<file path="src/rtl/ram_port_arbiter_if.sv">
// ram_port_arbiter_if
// Bundles the two requester ports and the RAM-side port of ram_port_arbiter.
//   m0_*  : port 0 (CPU) request, write data, lock, grant, read return
//   m1_*  : port 1 (loader/debug/DMA), same as port 0 without lock
//   ram_* : single-port synchronous RAM, read data one cycle after address
// Modports:
//   slave  : the arbiter's view (requests in, grants/RAM controls out)
//   master : the environment's view (requesters plus RAM)
interface ram_port_arbiter_if #(
  parameter int AW = 14,
  parameter int DW = 32
);
  logic          m0_req;
  logic          m0_we;
  logic          m0_lock;
  logic [AW-1:0] m0_addr;
  logic [DW-1:0] m0_wdata;
  logic          m0_gnt;
  logic          m0_rvalid;
  logic [DW-1:0] m0_rdata;

  logic          m1_req;
  logic          m1_we;
  logic [AW-1:0] m1_addr;
  logic [DW-1:0] m1_wdata;
  logic          m1_gnt;
  logic          m1_rvalid;
  logic [DW-1:0] m1_rdata;

  logic [AW-1:0] ram_addr;
  logic          ram_we;
  logic [DW-1:0] ram_wdata;
  logic [DW-1:0] ram_rdata;

  modport slave (
    input  m0_req, m0_we, m0_lock, m0_addr, m0_wdata,
    output m0_gnt, m0_rvalid, m0_rdata,
    input  m1_req, m1_we, m1_addr, m1_wdata,
    output m1_gnt, m1_rvalid, m1_rdata,
    output ram_addr, ram_we, ram_wdata,
    input  ram_rdata
  );

  modport master (
    output m0_req, m0_we, m0_lock, m0_addr, m0_wdata,
    input  m0_gnt, m0_rvalid, m0_rdata,
    output m1_req, m1_we, m1_addr, m1_wdata,
    input  m1_gnt, m1_rvalid, m1_rdata,
    input  ram_addr, ram_we, ram_wdata,
    output ram_rdata
  );
endinterface

</file>
<file path="src/rtl/ram_port_arbiter.sv">
// ram_port_arbiter
// Shares one single-port synchronous RAM (1-cycle read latency) between port 0
// (CPU) and port 1 (loader/debug/DMA). One access per cycle, round-robin on
// contention, with a bounded lock letting port 0 run back-to-back accesses.
// Ports:
//   clk  : clock, all state on posedge
//   rst  : synchronous reset, active-high; also forces all grants/RAM
//          controls and read returns to 0 while asserted
//   bus  : ram_port_arbiter_if.slave (requesters + RAM)
// Parameters: AW address width, DW data width, LOCK_MAX max lock-held grants.
module ram_port_arbiter #(
  parameter int AW       = 14,
  parameter int DW       = 32,
  parameter int LOCK_MAX = 8
) (
  input  logic                  clk,
  input  logic                  rst,
  ram_port_arbiter_if.slave     bus
);

  localparam int CW = $clog2(LOCK_MAX + 1);

  typedef enum logic {LOCK_IDLE, LOCK_HELD} lock_state_e;

  lock_state_e   lock_state_q, lock_state_d;
  logic [CW-1:0] lock_cnt_q, lock_cnt_d;
  logic          last_winner_q, last_winner_d;
  logic          pend_valid_q, pend_valid_d;
  logic          pend_owner_q, pend_owner_d;

  logic          gnt0, gnt1;
  logic          lock_timeout, lock_hold;
  logic [AW-1:0] addr_mux;
  logic          we_mux;
  logic [DW-1:0] wdata_mux;
  logic          rvalid0, rvalid1;

  always_comb begin
    // At the limit the lock is ignored for exactly one arbitration.
    lock_timeout = (lock_state_q == LOCK_HELD) && (lock_cnt_q == CW'(LOCK_MAX));
    // The lock only holds while port 0 keeps both req and lock asserted.
    lock_hold    = (lock_state_q == LOCK_HELD) && bus.m0_req && bus.m0_lock
                   && !lock_timeout;

    gnt0 = 1'b0;
    gnt1 = 1'b0;
    if (!rst) begin
      // last_winner_q=1 means port 0 has priority on a tie.
      if (bus.m0_req && (!bus.m1_req || lock_hold || last_winner_q))
        gnt0 = 1'b1;
      else if (bus.m1_req)
        gnt1 = 1'b1;
    end

    addr_mux  = '0;
    we_mux    = 1'b0;
    wdata_mux = '0;
    if (gnt0) begin
      addr_mux  = bus.m0_addr;
      we_mux    = bus.m0_we;
      wdata_mux = bus.m0_wdata;
    end else if (gnt1) begin
      addr_mux  = bus.m1_addr;
      we_mux    = bus.m1_we;
      wdata_mux = bus.m1_wdata;
    end

    last_winner_d = last_winner_q;
    if (gnt0) last_winner_d = 1'b0;
    if (gnt1) last_winner_d = 1'b1;

    lock_state_d = LOCK_IDLE;
    lock_cnt_d   = '0;
    if (lock_timeout) begin
      lock_state_d = LOCK_IDLE;
      lock_cnt_d   = '0;
    end else if (lock_hold) begin
      lock_state_d = LOCK_HELD;
      lock_cnt_d   = (lock_cnt_q < CW'(LOCK_MAX)) ? lock_cnt_q + CW'(1) : lock_cnt_q;
    end else if (gnt0 && bus.m0_lock) begin
      lock_state_d = LOCK_HELD;
      lock_cnt_d   = CW'(1);
    end

    // Remember who owns the read data that the RAM returns next cycle.
    pend_valid_d = (gnt0 && !bus.m0_we) || (gnt1 && !bus.m1_we);
    pend_owner_d = gnt1;
  end

  always_ff @(posedge clk) begin
    if (rst) begin
      lock_state_q  <= LOCK_IDLE;
      lock_cnt_q    <= '0;
      last_winner_q <= 1'b1;
      pend_valid_q  <= 1'b0;
      pend_owner_q  <= 1'b0;
    end else begin
      lock_state_q  <= lock_state_d;
      lock_cnt_q    <= lock_cnt_d;
      last_winner_q <= last_winner_d;
      pend_valid_q  <= pend_valid_d;
      pend_owner_q  <= pend_owner_d;
    end
  end

  // A read granted just before reset must not return during reset.
  assign rvalid0 = pend_valid_q && !pend_owner_q && !rst;
  assign rvalid1 = pend_valid_q &&  pend_owner_q && !rst;

  assign bus.m0_gnt    = gnt0;
  assign bus.m1_gnt    = gnt1;
  assign bus.ram_addr  = addr_mux;
  assign bus.ram_we    = we_mux;
  assign bus.ram_wdata = wdata_mux;
  assign bus.m0_rvalid = rvalid0;
  assign bus.m1_rvalid = rvalid1;
  assign bus.m0_rdata  = rvalid0 ? bus.ram_rdata : '0;
  assign bus.m1_rdata  = rvalid1 ? bus.ram_rdata : '0;

endmodule

</file>
<file path="src/flat_wrapper.sv">
// flat-port wrapper written by rule: the top's interface ports become plain ports
module ram_port_arbiter_flat 
#(
  parameter int AW       = 14,
  parameter int DW       = 32,
  parameter int LOCK_MAX = 8
)
  (clk, rst, bus_m0_req, bus_m0_we, bus_m0_lock, bus_m0_addr, bus_m0_wdata, bus_m0_gnt, bus_m0_rvalid, bus_m0_rdata, bus_m1_req, bus_m1_we, bus_m1_addr, bus_m1_wdata, bus_m1_gnt, bus_m1_rvalid, bus_m1_rdata, bus_ram_addr, bus_ram_we, bus_ram_wdata, bus_ram_rdata);
  ram_port_arbiter_if #(.AW(AW), .DW(DW)) bus_i ();
  input  logic clk;
  input  logic rst;
  input wire logic [$bits(bus_i.m0_req)-1:0] bus_m0_req;
  input wire logic [$bits(bus_i.m0_we)-1:0] bus_m0_we;
  input wire logic [$bits(bus_i.m0_lock)-1:0] bus_m0_lock;
  input wire logic [$bits(bus_i.m0_addr)-1:0] bus_m0_addr;
  input wire logic [$bits(bus_i.m0_wdata)-1:0] bus_m0_wdata;
  output wire logic [$bits(bus_i.m0_gnt)-1:0] bus_m0_gnt;
  output wire logic [$bits(bus_i.m0_rvalid)-1:0] bus_m0_rvalid;
  output wire logic [$bits(bus_i.m0_rdata)-1:0] bus_m0_rdata;
  input wire logic [$bits(bus_i.m1_req)-1:0] bus_m1_req;
  input wire logic [$bits(bus_i.m1_we)-1:0] bus_m1_we;
  input wire logic [$bits(bus_i.m1_addr)-1:0] bus_m1_addr;
  input wire logic [$bits(bus_i.m1_wdata)-1:0] bus_m1_wdata;
  output wire logic [$bits(bus_i.m1_gnt)-1:0] bus_m1_gnt;
  output wire logic [$bits(bus_i.m1_rvalid)-1:0] bus_m1_rvalid;
  output wire logic [$bits(bus_i.m1_rdata)-1:0] bus_m1_rdata;
  output wire logic [$bits(bus_i.ram_addr)-1:0] bus_ram_addr;
  output wire logic [$bits(bus_i.ram_we)-1:0] bus_ram_we;
  output wire logic [$bits(bus_i.ram_wdata)-1:0] bus_ram_wdata;
  input wire logic [$bits(bus_i.ram_rdata)-1:0] bus_ram_rdata;
  assign bus_i.m0_req = bus_m0_req;
  assign bus_i.m0_we = bus_m0_we;
  assign bus_i.m0_lock = bus_m0_lock;
  assign bus_i.m0_addr = bus_m0_addr;
  assign bus_i.m0_wdata = bus_m0_wdata;
  assign bus_m0_gnt = bus_i.m0_gnt;
  assign bus_m0_rvalid = bus_i.m0_rvalid;
  assign bus_m0_rdata = bus_i.m0_rdata;
  assign bus_i.m1_req = bus_m1_req;
  assign bus_i.m1_we = bus_m1_we;
  assign bus_i.m1_addr = bus_m1_addr;
  assign bus_i.m1_wdata = bus_m1_wdata;
  assign bus_m1_gnt = bus_i.m1_gnt;
  assign bus_m1_rvalid = bus_i.m1_rvalid;
  assign bus_m1_rdata = bus_i.m1_rdata;
  assign bus_ram_addr = bus_i.ram_addr;
  assign bus_ram_we = bus_i.ram_we;
  assign bus_ram_wdata = bus_i.ram_wdata;
  assign bus_i.ram_rdata = bus_ram_rdata;
  ram_port_arbiter #(.AW(AW), .DW(DW), .LOCK_MAX(LOCK_MAX)) u_core (.clk(clk), .rst(rst), .bus(bus_i));
endmodule
</file>
<file path="config.mk">
export PLATFORM = sky130hd
export DESIGN_NAME = ram_port_arbiter_flat
export DESIGN_NICKNAME = d
export VERILOG_FILES = /design/src/rtl/ram_port_arbiter_if.sv /design/src/rtl/ram_port_arbiter.sv /design/src/flat_wrapper.sv
export SDC_FILE = /design/constraint.sdc
export NUM_CORES = 1
export LEC_CHECK = 0
export ABC_CLOCK_PERIOD_IN_PS = 1500
export CORE_AREA = 2 2 96 98
export CTS_CLUSTER_SIZE = 25
export DETAILED_ROUTE_END_ITERATION = 10
export DIE_AREA = 0 0 98 100
export PLACE_DENSITY_LB_ADDON = 0.05
export SLEW_MARGIN = 5
export SYNTH_ARGS = -nofsm -noshare
export SYNTH_HDL_FRONTEND = slang
export SYNTH_SLANG_ARGS = --single-unit
</file>
<file path="constraint.sdc">
create_clock -name clk -period 1.5 [get_ports clk]
set_input_delay 0.225 -clock clk [delete_from_list [all_inputs] [get_ports clk]]
set_output_delay 0.225 -clock clk [all_outputs]
set_load 0.02 [all_outputs]
</file>
==> flow_summary.ini <==
[route]
initialDrtViolationCount = 78
routedWlPerCell_um = 14.06
dr.pass1.iters = 4
ant_nets = 0
wirelength_um = 9338
drc = 0
vias = 2902
drt-vias-per-instance = 4.370

[global_routing]
use_met2_pct = 34.30
grt_usage_pct = 17.44
grt_max_degree = 22
grt_pass1_wl_um = 14210
antenna_found_initial = 0
grt_use_met1_pct = 19.16
overflow = 0
busiest_layer = met2
use_met3_pct = 3.830
grt_pass1_vias = 2859

[pwr]
powerDensity_nw_per_um2 = 330.8
power.static_leakage_uw = 0.002726
irDropWorstVdd_v = 0.0002111
power_uw = 1971

[die]
std_cell_rows = 35
io_pins = 246
core_area_um2 = 8890
die_y_um = 100
die_w_um = 98
dieArea_um2 = 9800
start_util_pct = 18.69

[logic_synthesis]
synthDistinctLibCells = 26
ys_seq_elements = 8
yosysSeqAreaShare_pct = 9.639
synth_warnings = 0
syn_area_um2 = 1662
synth_nets = 405
synthCells = 272
avgSynthCellArea_um2 = 6.109

[sta]
relSlewSlack_pct = 77.56
finalMaxSlewViolations = 0
rsz0062_at_grt = true
finalSetupViolCount = 82
fin_ws_ps = -553.2
final.setup.tns_ps = -26370
skew_ps = 2.870
hold_ws_ps = 412.0
max_freq_mhz = 487.0
min_period_over_period_pct = 136.9
layout_min_cycle_time_ps = 2053
hold_viol_final = 0
tightest_slew_ps = 335.9

[clock_tree]
cts_tree = done
insertion_delay_ps = 230
clock-sinks = 8
clk_path_buf_depth = 2
clk_pin_slew_worst_paths_ps = 40
cts-root-buf = clkbuf_8
htree_levels = 1
cts_buffers = 3

[placement]
place_congestion = 0.8671
portBuffers = 245
dpl.hpwl_um = 7181
dpl_cell_area_um2 = 5374

[worst_setup_path]
end_kind = output pin
r2r_slack_ps = -280
critPathLaunchType = flip-flop
crit_required_ps = 1270
crit_arrival_ps = 1830
worstPathMaxFanout = 6
path_class = flip-flop to output pin

[final_layout]
area_growth_pct = 258.6
fin_area_um2 = 5958
fillers = 704
final_util_pct = 67.02
antenna_cells = 0
drive_above_1_share_pct = 52.62
fin_nets = 688

[status]
violations = setup timing
status = finished with violations

[min_path]
min_path_type = input pin to flip-flop

[run]
drv_cap = 0
==> registers in the layout, indices dropped and copies added (netlist names) <==
name                  flops
u_core.lock_cnt_q         4
u_core.pend_owner_q       1
u_core.last_winner_q      1
u_core.lock_state_q       1
u_core.pend_valid_q       1
==> critical path: stages (launching register included) <==
cell      delay [ps]
dfxtp_2          320
inv_2             40
ha_4             140
and3b_4          190
o211ai_1         220
buf_4            210
buf_12           110
buf_12           130
o32ai_4           80
buf_6            140
==> what timing repair did <==
item	4_1_cts	5_1_grt
pin swaps	21	50
endpoints found under the setup margin	122	120
endpoints found under the hold margin	0	0
resized for setup	641	112
gates cloned	5	4
setup buffers	14	4
hold buffers	0	0
==> cell families (layout without fill, tap and decap cells) <==
family | after synthesis | after routing | synth area share [%]
DFF | 8 | 8 | 9.638
muxes | 1 | 1 | 0.6024
buffers and inverters | 122 | 403 | 28.69
AOI/OAI and AO/OA | 54 | 54 | 28.16
xor gates and xnor gates | 1 | 1 | 0.5272
adders and majority gates | 2 | 2 | 1.506
and+or+nand+nor | 84 | 84 | 30.87
==> cell usage in the layout (no fill, tap or decap), types with 2 or more instances in the layout <==
| cell type | n |
|---|---|
| clkdlybuf4s50_1 | 128 |
| buf_6 | 114 |
| inv_1 | 97 |
| and2_4 | 55 |
| o32ai_4 | 39 |
| buf_4 | 32 |
| buf_12 | 12 |
| and2_1 | 9 |
| o32ai_2 | 9 |
| buf_2 | 7 |
| nor2_1 | 5 |
| dfxtp_1 | 4 |
| dfxtp_2 | 4 |
| nand2_1 | 3 |
| clkbuf_8 | 3 |
| inv_2 | 2 |
| nor2b_1 | 2 |
| or3_1 | 2 |
| clkbuf_16 | 2 |
==> per-layer routing <==
layer,vias to the layer above,wire length (µm)
met2,139,5167
met3,10,724
met4,0,118
met1,1322,3327
li1,1431,-
met5,-,0
==> cell type report <==
type                            count  area (µm²)  share of cell area (%)
Timing Repair Buffer              300        3201                   53.72
Sequential cell                     8       165.2                   2.772
Clock buffer                        3       41.29                  0.6930
Multi-Input combinational cell    142        2032                   34.10
Inverter                          100       380.4                   6.384
Tap cell                          111       138.9                   2.331
==> metrics by stage <==
stage / cells / setup WS [ps]
CTS: 662 / -574.5
finish: 664 / -553.2
detailed placement: 640 / -882.7
floorplan: 272 / -256.4
global route: 664 / -621.3
global placement: 640 / -902.6
==> power by group <==
| group | leakage [µW] | switching, µW | internal, µW | total [µW] |
|---|---|---|---|---|
| Clock | 0.0000216 | 89.9 | 174 | 264 |
| Combinational | 0.00264 | 609 | 870 | 1480 |
| Sequential | 0.0000670 | 5.95 | 222 | 228 |
==> worst paths after layout <==
| kind | start | endpoint | depth (start not counted) |
|---|---|---|---|
| worst max-delay path | u_core.lock_cnt_q[1] | bus_ram_wdata[29] | 9 |
| worst min-delay path | rst | u_core.last_winner_q | 2 |
| worst max register to register | u_core.lock_cnt_q[1] | u_core.last_winner_q | 7 |
| worst min register to register | u_core.lock_state_q | u_core.lock_state_q | 2 |
==> cell usage after synthesis <==
cell         n  share of area [%]
inv_1      100                 23
and2_1      64                 24
o32ai_1     48                 25
clkbuf_1    11                2.5
buf_2        9                2.7
dfxtp_1      8                9.6
nor2_1       6                1.4
nand2_1      3               0.68
or3_1        3                1.1
ha_1         2                1.5
nor2b_1      2               0.75
nor3b_1      2               0.90
a2111oi_1    1               0.60
a31oi_1      1               0.38
and3b_1      1               0.53
and3b_4      1               0.75
buf_1        1               0.23
buf_6        1               0.68
mux2i_1      1               0.60
nand2b_1     1               0.38
nand3_1      1               0.30
o211a_1      1               0.60
o211ai_1     1               0.45
o21ai_0      1               0.30
o2bb2ai_1    1               0.53
xnor2_1      1               0.53
(Power assumes the default switching activity.)
